**config.mk**
```make
export PLATFORM = sky130hd
export DESIGN_NAME = dmem_arbiter
export DESIGN_NICKNAME = d
export VERILOG_FILES = /design/src/rtl/dmem_arbiter.sv
export SDC_FILE = /design/constraint.sdc
export NUM_CORES = 1
export LEC_CHECK = 0
export ABC_CLOCK_PERIOD_IN_PS = 2100
export CORE_UTILIZATION = 40
export CTS_BUF_LIST = sky130_fd_sc_hd__clkbuf_4 sky130_fd_sc_hd__clkbuf_8
export CTS_CLUSTER_DIAMETER = 50
export DETAILED_ROUTE_END_ITERATION = 6
export GPL_TIMING_DRIVEN = 0
export PLACE_DENSITY = 0.74
export RECOVER_POWER = 50
export SLEW_MARGIN = 5
export SYNTH_ARGS = -nofsm -noshare
export SYNTH_HDL_FRONTEND = slang
export SYNTH_SLANG_ARGS = --single-unit
```
**constraint.sdc**
```tcl
create_clock -name clk -period 2.1 [get_ports clk]
set_clock_uncertainty 0.05 [all_clocks]
set_input_delay 0.21 -clock clk [delete_from_list [all_inputs] [get_ports clk]]
set_output_delay 0.21 -clock clk [all_outputs]
set_load 0.02 [all_outputs]
```
**src/rtl/dmem_arbiter.sv**
```systemverilog
// dmem_arbiter
//   Shares the single-port, word-wide data memory between the core load/store
//   port (r0) and the DMA/debug port (r1). Grants alternate round-robin, and
//   byte/halfword stores are turned into a read-modify-write because the
//   memory only writes whole words.
//
// Ports
//   clk, reset_n           rising-edge clock, asynchronous active-low reset
//   rK_req/we/size/addr/wdata  request level and its fields (held while req)
//   rK_gnt                 pulse: the request has been latched (ACCESS cycle)
//   rK_done / rK_err       pulse: access finished; err = misaligned, no write
//   rK_rdata               zero-extended load data, held until the next done
//   mem_we/addr/din        to the memory MemWrite/addr/din pins
//   mem_dout               combinational read data from the memory
module dmem_arbiter #(
  parameter int ADDR_W = 20
) (
  input  logic              clk,
  input  logic              reset_n,
  input  logic              r0_req,
  input  logic              r0_we,
  input  logic [1:0]        r0_size,
  input  logic [ADDR_W-1:0] r0_addr,
  input  logic [31:0]       r0_wdata,
  output logic              r0_gnt,
  output logic              r0_done,
  output logic              r0_err,
  output logic [31:0]       r0_rdata,
  input  logic              r1_req,
  input  logic              r1_we,
  input  logic [1:0]        r1_size,
  input  logic [ADDR_W-1:0] r1_addr,
  input  logic [31:0]       r1_wdata,
  output logic              r1_gnt,
  output logic              r1_done,
  output logic              r1_err,
  output logic [31:0]       r1_rdata,
  output logic              mem_we,
  output logic [ADDR_W-1:0] mem_addr,
  output logic [31:0]       mem_din,
  input  logic [31:0]       mem_dout
);

  typedef enum logic [1:0] {
    IDLE   = 2'd0,
    ACCESS = 2'd1,
    WRITE  = 2'd2
  } state_t;

  state_t state, next_state;

  // Latched request (captured on the IDLE -> ACCESS edge).
  logic              owner_p0;
  logic              we_p0;
  logic [1:0]        size_p0;
  logic [ADDR_W-1:0] addr_p0;
  // Holds wdata during ACCESS, then the merged word during WRITE.
  logic [31:0]       din_p0;
  logic              last;

  logic       avail0, avail1, any_req, winner;
  logic [1:0] offs;
  logic       acc_err, sub_word, finish;

  function automatic logic misaligned(input logic [1:0] size, input logic [1:0] lane);
    return ((size == 2'b01) && lane[0]) || (size[1] && (lane != 2'b00));
  endfunction

  function automatic logic [31:0] lane_mask(input logic [1:0] size);
    case (size)
      2'b00:   return 32'h0000_00FF;
      2'b01:   return 32'h0000_FFFF;
      default: return 32'hFFFF_FFFF;
    endcase
  endfunction

  function automatic logic [31:0] lane_extract(input logic [31:0] word, input logic [1:0] size,
                                               input logic [1:0] lane);
    return (word >> {lane, 3'b000}) & lane_mask(size);
  endfunction

  function automatic logic [31:0] lane_merge(input logic [31:0] word, input logic [31:0] data,
                                             input logic [1:0] size, input logic [1:0] lane);
    logic [31:0] mask;
    mask = lane_mask(size);
    return (word & ~(mask << {lane, 3'b000})) | ((data & mask) << {lane, 3'b000});
  endfunction

  // A port whose done is showing this cycle sits out arbitration, which is
  // what forces strict interleave when both ports hold req.
  assign avail0  = r0_req & ~r0_done;
  assign avail1  = r1_req & ~r1_done;
  assign any_req = avail0 | avail1;
  // Prefer the port that did not win last; otherwise whoever is asking.
  assign winner  = last ? ~avail0 : avail1;

  assign offs     = addr_p0[1:0];
  assign acc_err  = misaligned(size_p0, offs);
  assign sub_word = ~size_p0[1];

  assign r0_gnt   = (state == ACCESS) & ~owner_p0;
  assign r1_gnt   = (state == ACCESS) &  owner_p0;
  assign mem_addr = {addr_p0[ADDR_W-1:2], 2'b00};
  assign mem_din  = din_p0;

  always_ff @(posedge clk or negedge reset_n) begin
    if (!reset_n) begin
      state <= IDLE;
    end else begin
      state <= next_state;
    end
  end

  // mem_we is decoded from state, so an asynchronous reset kills it at once.
  always_comb begin
    next_state = state;
    mem_we     = 1'b0;
    finish     = 1'b0;
    case (state)
      IDLE: begin
        if (any_req) next_state = ACCESS;
      end
      ACCESS: begin
        if (acc_err) begin
          next_state = IDLE;
          finish     = 1'b1;
        end else if (we_p0 && sub_word) begin
          next_state = WRITE;
        end else begin
          next_state = IDLE;
          finish     = 1'b1;
          mem_we     = we_p0;
        end
      end
      WRITE: begin
        mem_we     = 1'b1;
        finish     = 1'b1;
        next_state = IDLE;
      end
      default: next_state = IDLE;
    endcase
  end

  always_ff @(posedge clk or negedge reset_n) begin
    if (!reset_n) begin
      last     <= 1'b1;
      owner_p0 <= 1'b0;
      we_p0    <= 1'b0;
      size_p0  <= 2'b00;
      addr_p0  <= '0;
      din_p0   <= '0;
      r0_done  <= 1'b0;
      r1_done  <= 1'b0;
      r0_err   <= 1'b0;
      r1_err   <= 1'b0;
      r0_rdata <= '0;
      r1_rdata <= '0;
    end else begin
      r0_done <= finish & ~owner_p0;
      r1_done <= finish &  owner_p0;
      r0_err  <= finish & ~owner_p0 & acc_err;
      r1_err  <= finish &  owner_p0 & acc_err;

      // IDLE -> ACCESS: capture the winner
      if (state == IDLE && any_req) begin
        owner_p0 <= winner;
        last     <= winner;
        we_p0    <= winner ? r1_we    : r0_we;
        size_p0  <= winner ? r1_size  : r0_size;
        addr_p0  <= winner ? r1_addr  : r0_addr;
        din_p0   <= winner ? r1_wdata : r0_wdata;
      end

      // ACCESS -> WRITE / IDLE: merge sub-word store or return load data
      if (state == ACCESS && !acc_err) begin
        if (we_p0 && sub_word) begin
          din_p0 <= lane_merge(mem_dout, din_p0, size_p0, offs);
        end else if (!we_p0) begin
          if (owner_p0) r1_rdata <= lane_extract(mem_dout, size_p0, offs);
          else          r0_rdata <= lane_extract(mem_dout, size_p0, offs);
        end
      end
    end
  end

endmodule

```
==> results by group, run 1 <==
Timing
  – Hold WS: 0.256 ns
  – Setup TNS: -0.0226 ns
  – Fmax: 471 MHz
  – Setup Viol. Count Final: 1
  – Final Max Tran Viols: 0
  – RSZ-0062 raised after global routing: true
  – Worst setup margin: -0.0226 ns
  – Final Hold Viols: 0
  – Slew HR: 31.6%
  – Worst Tran Pin Value: 1.03 ns
  – Minimum clock period: 2.12 ns
  – Final Cycle Share: 101%

Yosys
  – Mapped Area: 0.00694 sq mm
  – FF+latch count, synth: 127
  – Primary FF master, synth: dfrtp_1
  – Seq/Total Area, Yosys: 45.8%
  – Synthesized area per cell: 8.71 sq um
  – Mux cell area share after synthesis: 6.06%
  – Simple-gate share of the synthesized area: 15.0%
  – Synth Area in Compound Gates: 24.3%
  – Adder-cell area share of the yosys netlist: 0.721%
  – Xor and xnor area share after synthesis: 0%
  – EDFF count, synth: 0
  – Main combinational cell family by area after synthesis: compound AO/OA/AOI/OAI gates
  – Distinct cells, synth: 44
  – Synth warn: 0
  – Post-Synthesis Cells: 797
  – Async SR Flop Fraction: 100%

Routing
  – Vias/cell: 5.39
  – Wire length per cell: 19.0 um
  – Post-Route WL: 25200 um
  – DRT iter0 DRCs: 383
  – Routed Antenna Nets: 0
  – Vias: 7149
  – First-pass detailed-route iteration total: 5
  – DRC Markers: 0

GRT
  – Global Route Usage Sum: 29.0%
  – Remaining Overflow, GRT: 0
  – Vias in the first global route: 6993
  – First-pass GRT wire length: 39000 um
  – Initial antenna violation count: 0
  – Pin count of the biggest net entering global routing: 86

Critical path
  – Most used cell, CP: buf_4
  – Internal reg-to-reg setup slack: 0.09 ns
  – Max stage delay on crit path: 0.39 ns
  – Critical Path Source: state[1]
  – Launch point of the worst reg-to-reg path: addr_p0[0]
  – CP Launch Type: flop
  – Crit Path Category: flop to output port
  – Crit path required time: 1.84 ns
  – Crit path max fanout: 6
  – CP Capture Type: output port
  – Slowest CP cell: dfrtp_1
  – WP data arrival: 1.86 ns
  – Cells along the critical path: inv_2 > ha_4 > and2_0 > buf_4 > buf_8 > a31oi_4 > nor2b_1 > buf_4
  – Top delay family on crit path: buffers and inverters
  – Worst path bufs/invs: 4

Power and ir drop
  – Comb pwr share: 60.0%
  – Cell Int Power: 9180 uW
  – Worst-case vdd ir drop: 0.000710 V
  – PwrDens: 1610 mW/mm^2
  – Clock share of power: 13.3%
  – NetSw: 7720 uW
  – Leak pwr: 0.00453 uW
  – Sequential power share: 26.7%
  – Switching share of total power: 45.7%

Hold path
  – Hold Startpoint: r1_addr[9]
  – Min-Delay Path Class: input port to flop

Outcome
  – Status: finished with violations
  – Violated checks: setup timing

Finish
  – Layout area overhead: 50.8%
  – Ant diodes: 0
  – Layout cells sized above 1: 12.5%
  – Core Util, Final: 62.5%
  – NumNets Final: 1243

Clock tree
  – CTS Sinks: 127
  – Clk Latency, worst-skew pair: 0.45 ns
  – H-tree Lvls: 4
  – Root Buffer: clkbuf_8
  – CTS Buf Count: 17
  – TritonCTS clock tree: built
  – CTS clk-pin slew, worst paths: 0.08 ns
  – CTS max path bufs: 2

Floorplan
  – Die ar.: 0.0179 sq mm
  – Row cnt: 47
  – Initial core utilization: 41.4%
  – Total core area: 0.0168 sq mm
  – Die width: 134 um
  – Die height: 134 um
  – IO Count: 269

Place
  – Detailed Place HPWL: 19600 um
  – Placer congestion estimate: 0.905
  – I/O Buffers: 266

Job
  – Max cap viols: 0
-- cell usage in the layout (no fill, tap or decap), drive strengths merged, types with 31 or more instances in the layout --
cell / n
dfrtp: 126
buf: 57
dlygate4sd3: 57
nand2: 176
nor2: 38
o21ai: 116
a31oi: 39
a211oi: 31
clkdlybuf4s50: 206
clkbuf: 62
-- timing repair --
| action | 4_1_cts | 5_1_grt |
|---|---|---|
| gates resized for setup | 23 | 29 |
| hold buffers | 1 | 0 |
| endpoints found under the hold margin | 42 | 0 |
| setup endpoints to repair | 61 | 80 |
| setup buffers | 2 | 6 |
| pin swaps | 3 | 1 |
-- cell usage after synthesis, types with 7 or more instances --
cell type,n,area share [%]
o22ai_1,8,0.72
a22oi_1,14,1.5
o2bb2ai_1,15,1.9
inv_1,28,1.5
nor2_1,38,2.1
mux2i_1,24,3.5
a221oi_1,7,0.88
dfrtp_1,126,45
o21ai_0,116,8.4
a31oi_1,39,3.5
buf_2,23,1.7
nand2b_1,9,0.81
a211oi_1,31,3.4
o31ai_1,8,0.87
mux2_2,16,2.6
clkbuf_1,41,2.2
o2111ai_1,8,1.0
nor2b_1,8,0.72
buf_4,23,2.5
nand2_1,176,9.5
nor3b_1,7,0.76
-- stage by stage --
stage	setup WS, ns	std cells	total power, uW	instance area, sq um
global route	-0.108	1326	18000	10500
detailed placement	-0.324	1285	14600	9910
CTS	-0.0591	1320	16900	10400
global placement	-4.25	1284	14400	9880
floorplan	0.183	798	10300	6950
finish	-0.0226	1326	16900	10500
-- worst min-delay path: cells and delay by family --
kind	cells	cell delay [ns]
buf+inv	1	0.39
compound gates	1	0.07
simple gates	1	0.05
-- power by group through the flow --
stage	Combinational (uW)	Sequential, uW	Clock [uW]
2_1_floorplan	4830	5440	0
3_3_place_gp	9900	4520	0
3_5_place_dp	10000	4550	0
4_1_cts	10200	4520	2260
5_1_grt	11000	4640	2360
6_report	10100	4510	2250
-- cell families after synthesis --
logic type                 count (synthesis)
AOI/OAI and AO/OA                        260
and+or+nand+nor                          248
DFF                                      127
buffers and inverters                    117
muxes                                     40
adders and majority gates                  4
other                                      1
-- sequential cells by signal (all words and copies together) (netlist names), 2 cells and up --
signal and flops:
r0_rdata 32, mem_din 32, addr_p0 20, r1_rdata 32
state 2, size_p0 2
-- path summary, 6_finish.rpt --
kind	endpoint	cells past startpoint
hold reg to reg	r0_rdata[13]	2
setup / recovery	mem_we	8
hold / removal	addr_p0[9]	3
max in group asynchronous	r1_done	3
setup reg to reg	r1_rdata[27]	5
min in group asynchronous	r1_rdata[4]	2
-- metal layers --
layer,global-route usage [%],up-vias,routed length [um]
li1,-,3382,-
met3,7.42,48,2040
met2,47.0,334,11900
met1,36.4,3385,10400
met5,0,-,0
met4,12.8,0,830
-- layout make-up --
class | count | area, sq um
fill | 1490 | 6290
multi-input combinational | 554 | 3270
sequential | 127 | 3180
timing repair buffer | 276 | 2730
buffer | 89 | 497
tap | 220 | 275
clock buffer | 19 | 249
clock inverter | 13 | 164
inverter | 28 | 105
Power figures use the tool's default switching activity.
==> run 2: changes to the inputs <==
--- a/config.mk
+++ b/config.mk
@@ -6,14 +6,14 @@
 export NUM_CORES = 1
 export LEC_CHECK = 0
 export ABC_CLOCK_PERIOD_IN_PS = 2100
-export CORE_UTILIZATION = 40
+export CORE_UTILIZATION = 30
 export CTS_BUF_LIST = sky130_fd_sc_hd__clkbuf_4 sky130_fd_sc_hd__clkbuf_8
 export CTS_CLUSTER_DIAMETER = 50
 export DETAILED_ROUTE_END_ITERATION = 6
 export GPL_TIMING_DRIVEN = 0
-export PLACE_DENSITY = 0.74
 export RECOVER_POWER = 50
 export SLEW_MARGIN = 5
 export SYNTH_ARGS = -nofsm -noshare
 export SYNTH_HDL_FRONTEND = slang
 export SYNTH_SLANG_ARGS = --single-unit
+export TNS_END_PERCENT = 50
==> results by group, run 2 (synthesized netlist as in run 1, its figures left out) <==
Outcome
  – Status: finished, final reports clean

Clock tree
  – TritonCTS clock tree: built
  – CTS Buf Count: 17 (unchanged)
  – CTS clk-pin slew, worst paths: 0.09 ns (about the same)
  – CTS max path bufs: 2 (unchanged)
  – H-tree Lvls: 4 (unchanged)
  – Clk Latency, worst-skew pair: 0.46 ns (about the same)
  – Root Buffer: clkbuf_8
  – CTS Sinks: 127 (unchanged)

Routing
  – Routed Antenna Nets: 0 (unchanged)
  – Vias/cell: 5.10 (-5.3%)
  – DRT iter0 DRCs: 483 (+26%)
  – Wire length per cell: 19.5 um (+2.8%)
  – First-pass detailed-route iteration total: 4 (-1)
  – Vias: 7106 (-0.60%)
  – DRC Markers: 0 (unchanged)
  – Post-Route WL: 27200 um (+8.0%)

Critical path
  – Cells along the critical path: ha_4 > and2_4 > buf_4 > buf_6 > a31oi_4 > nor2b_4 > buf_6
  – Stages on worst setup path: 7 (-1)
  – Most used cell, CP: buf_6
  – WP data arrival: 1.83 ns (-0.03 ns)
  – Capturing point of the worst reg2reg path: mem_din[30]
  – Launch point of the worst reg-to-reg path: state[1]
  – Crit path required time: 1.84 ns (about the same)
  – Slowest CP cell: dfrtp_1
  – Max stage delay on crit path: 0.43 ns (+0.04 ns)
  – CP Launch Type: flop
  – Top delay family on crit path: flip-flops
  – Worst path bufs/invs: 3 (-1)
  – Crit path to: mem_we
  – Internal reg-to-reg setup slack: 0.03 ns (-0.06 ns)
  – Critical Path Source: state[0]
  – Crit path max fanout: 3 (-3)
  – Reg2reg path depth: 9 (+4)
  – CP Capture Type: output port
  – Crit Path Category: flop to output port

Place
  – Placed cell area: 0.00999 sq mm (+0.82%)
  – Detailed Place HPWL: 21100 um (+7.4%)
  – I/O Buffers: 266 (unchanged)
  – Placed cells: 1350 (+5.1%)
  – Placer congestion estimate: 0.891 (-1.6%)

Finish
  – NumNets Final: 1244 (+0.080%)
  – Commonest non-fill, non-tap cell in the layout: clkdlybuf4s50_1
  – Ant diodes: 0 (unchanged)
  – Final Cell Area: 0.0106 sq mm (+1.3%)
  – Commonest non-fill, non-tap cells in the layout: clkdlybuf4s50_1 (208), nand2_1 (176), dfrtp_1 (126)
  – Post-Layout Cell Count: 1392 (+5.0%)
  – Layout area overhead: 52.8%
  – Core Util, Final: 46.8% (-16 points)
  – # fillers: 2253 (+51%)
  – Layout cells sized above 1: 13.3% (+0.80 points)

Floorplan
  – Initial core utilization: 30.7% (-11 points)
  – Die height: 154 um (+15%)
  – Die width: 154 um (+15%)
  – Die ar.: 0.0238 sq mm (+33%)
  – IO Count: 269 (unchanged)
  – Total core area: 0.0226 sq mm (+35%)
  – Row cnt: 55 (+17%)

Hold path
  – Min-Delay Path Class: input port to flop
  – Hold Startpoint: r1_addr[9]

Power and ir drop
  – PwrDens: 1610 mW/mm^2 (about the same)
  – Leak pwr: 0.00455 uW (+0.55%)
  – Worst-case vdd ir drop: 0.000630 V (-11%)

Timing
  – RSZ-0062 raised after global routing: true
  – Setup Viol. Count Final: 0 (-1)
  – Hold WS: 0.251 ns (-0.00554 ns)
  – Slew HR: 6.98% (-25 points)
  – Final Max Tran Viols: 0 (unchanged)
  – Minimum clock period: 2.09 ns (-0.0369 ns)
  – Fmax: 479 MHz (+1.8%)
  – Final Cycle Share: 99.3% (-1.8 points)
  – Worst Tran Pin Value: 1.40 ns (+0.370 ns)
  – Final Hold Viols: 0 (unchanged)

Job
  – Max cap viols: 0 (unchanged)

GRT
  – First-pass GRT wire length: 41300 um (+5.8%)
  – Global Route Usage Sum: 23.0% (-6.0 points)
  – Initial antenna violation count: 0 (unchanged)
  – Vias in the first global route: 7167 (+2.5%)
  – Remaining Overflow, GRT: 0 (unchanged)
  – Pin count of the biggest net entering global routing: 75 (-13%)
run 2: worst min-delay path by stage:
stage,endpoint,slack [ns],cells past startpoint
final,addr_p0[9],0.25,3
after floorplan,addr_p0[0],-0.14,0
after CTS,r0_rdata[27],0.21,2
after detailed placement,r0_rdata[27],0.15,1
after global placement,r0_rdata[1],0.41,2
after global routing,mem_din[21],0.23,3
run 2: final cells by class:
| type | instances | area [sq um] | area share, % |
|---|---|---|---|
| sequential | 127 | 3180 | 30.0 |
| timing repair buffer | 280 | 2780 | 26.2 |
| clock inverter | 15 | 170 | 1.60 |
| buffer | 86 | 488 | 4.60 |
| inverter | 28 | 105 | 0.991 |
| multi-input combinational | 554 | 3290 | 31.0 |
| tap | 285 | 357 | 3.36 |
| clock buffer | 17 | 234 | 2.21 |
run 2: layer usage:
| metal | up-vias | share of wire [%] | GRT usage, % |
|---|---|---|---|
| met2 | 289 | 48 | 38.5 |
| met4 | 0 | 1.6 | 6.81 |
| li1 | 3386 | - | - |
| met1 | 3400 | 42 | 28.7 |
| met5 | - | 0 | 0 |
| met3 | 31 | 7.8 | 6.65 |
run 2: power by group:
part | internal (uW) | switching, uW
clock network | 1000 | 1190
logic | 4410 | 5980
registers | 3650 | 876
run 2: through the flow:
step | worst slack (ns) | setup TNS, ns | power [uW]
floorplan | 0.183 | 0 | 10300
global placement | -4.39 | -568.15 | 14600
detailed placement | -0.449 | -13.72 | 14700
CTS | -0.135 | -0.135 | 17200
global route | -0.0644 | -0.221 | 18200
finish | 0.0143 | 0 | 17100
run 2: what timing repair did:
action	in CTS	in global routing
gates resized for setup	28	30
endpoints found under the setup margin	72	65
gates cloned	0	0
hold buffers	1	0
buffers inserted	6	6
endpoints found under the hold margin	53	0
pin swaps	3	1
run 2: tightest hold or removal path: cells and delay by family:
family                 cells  cell delay, ns
AND/OR/NAND/NOR            1            0.06
buffers and inverters      1            0.39
AO/OA/AOI/OAI              1            0.07
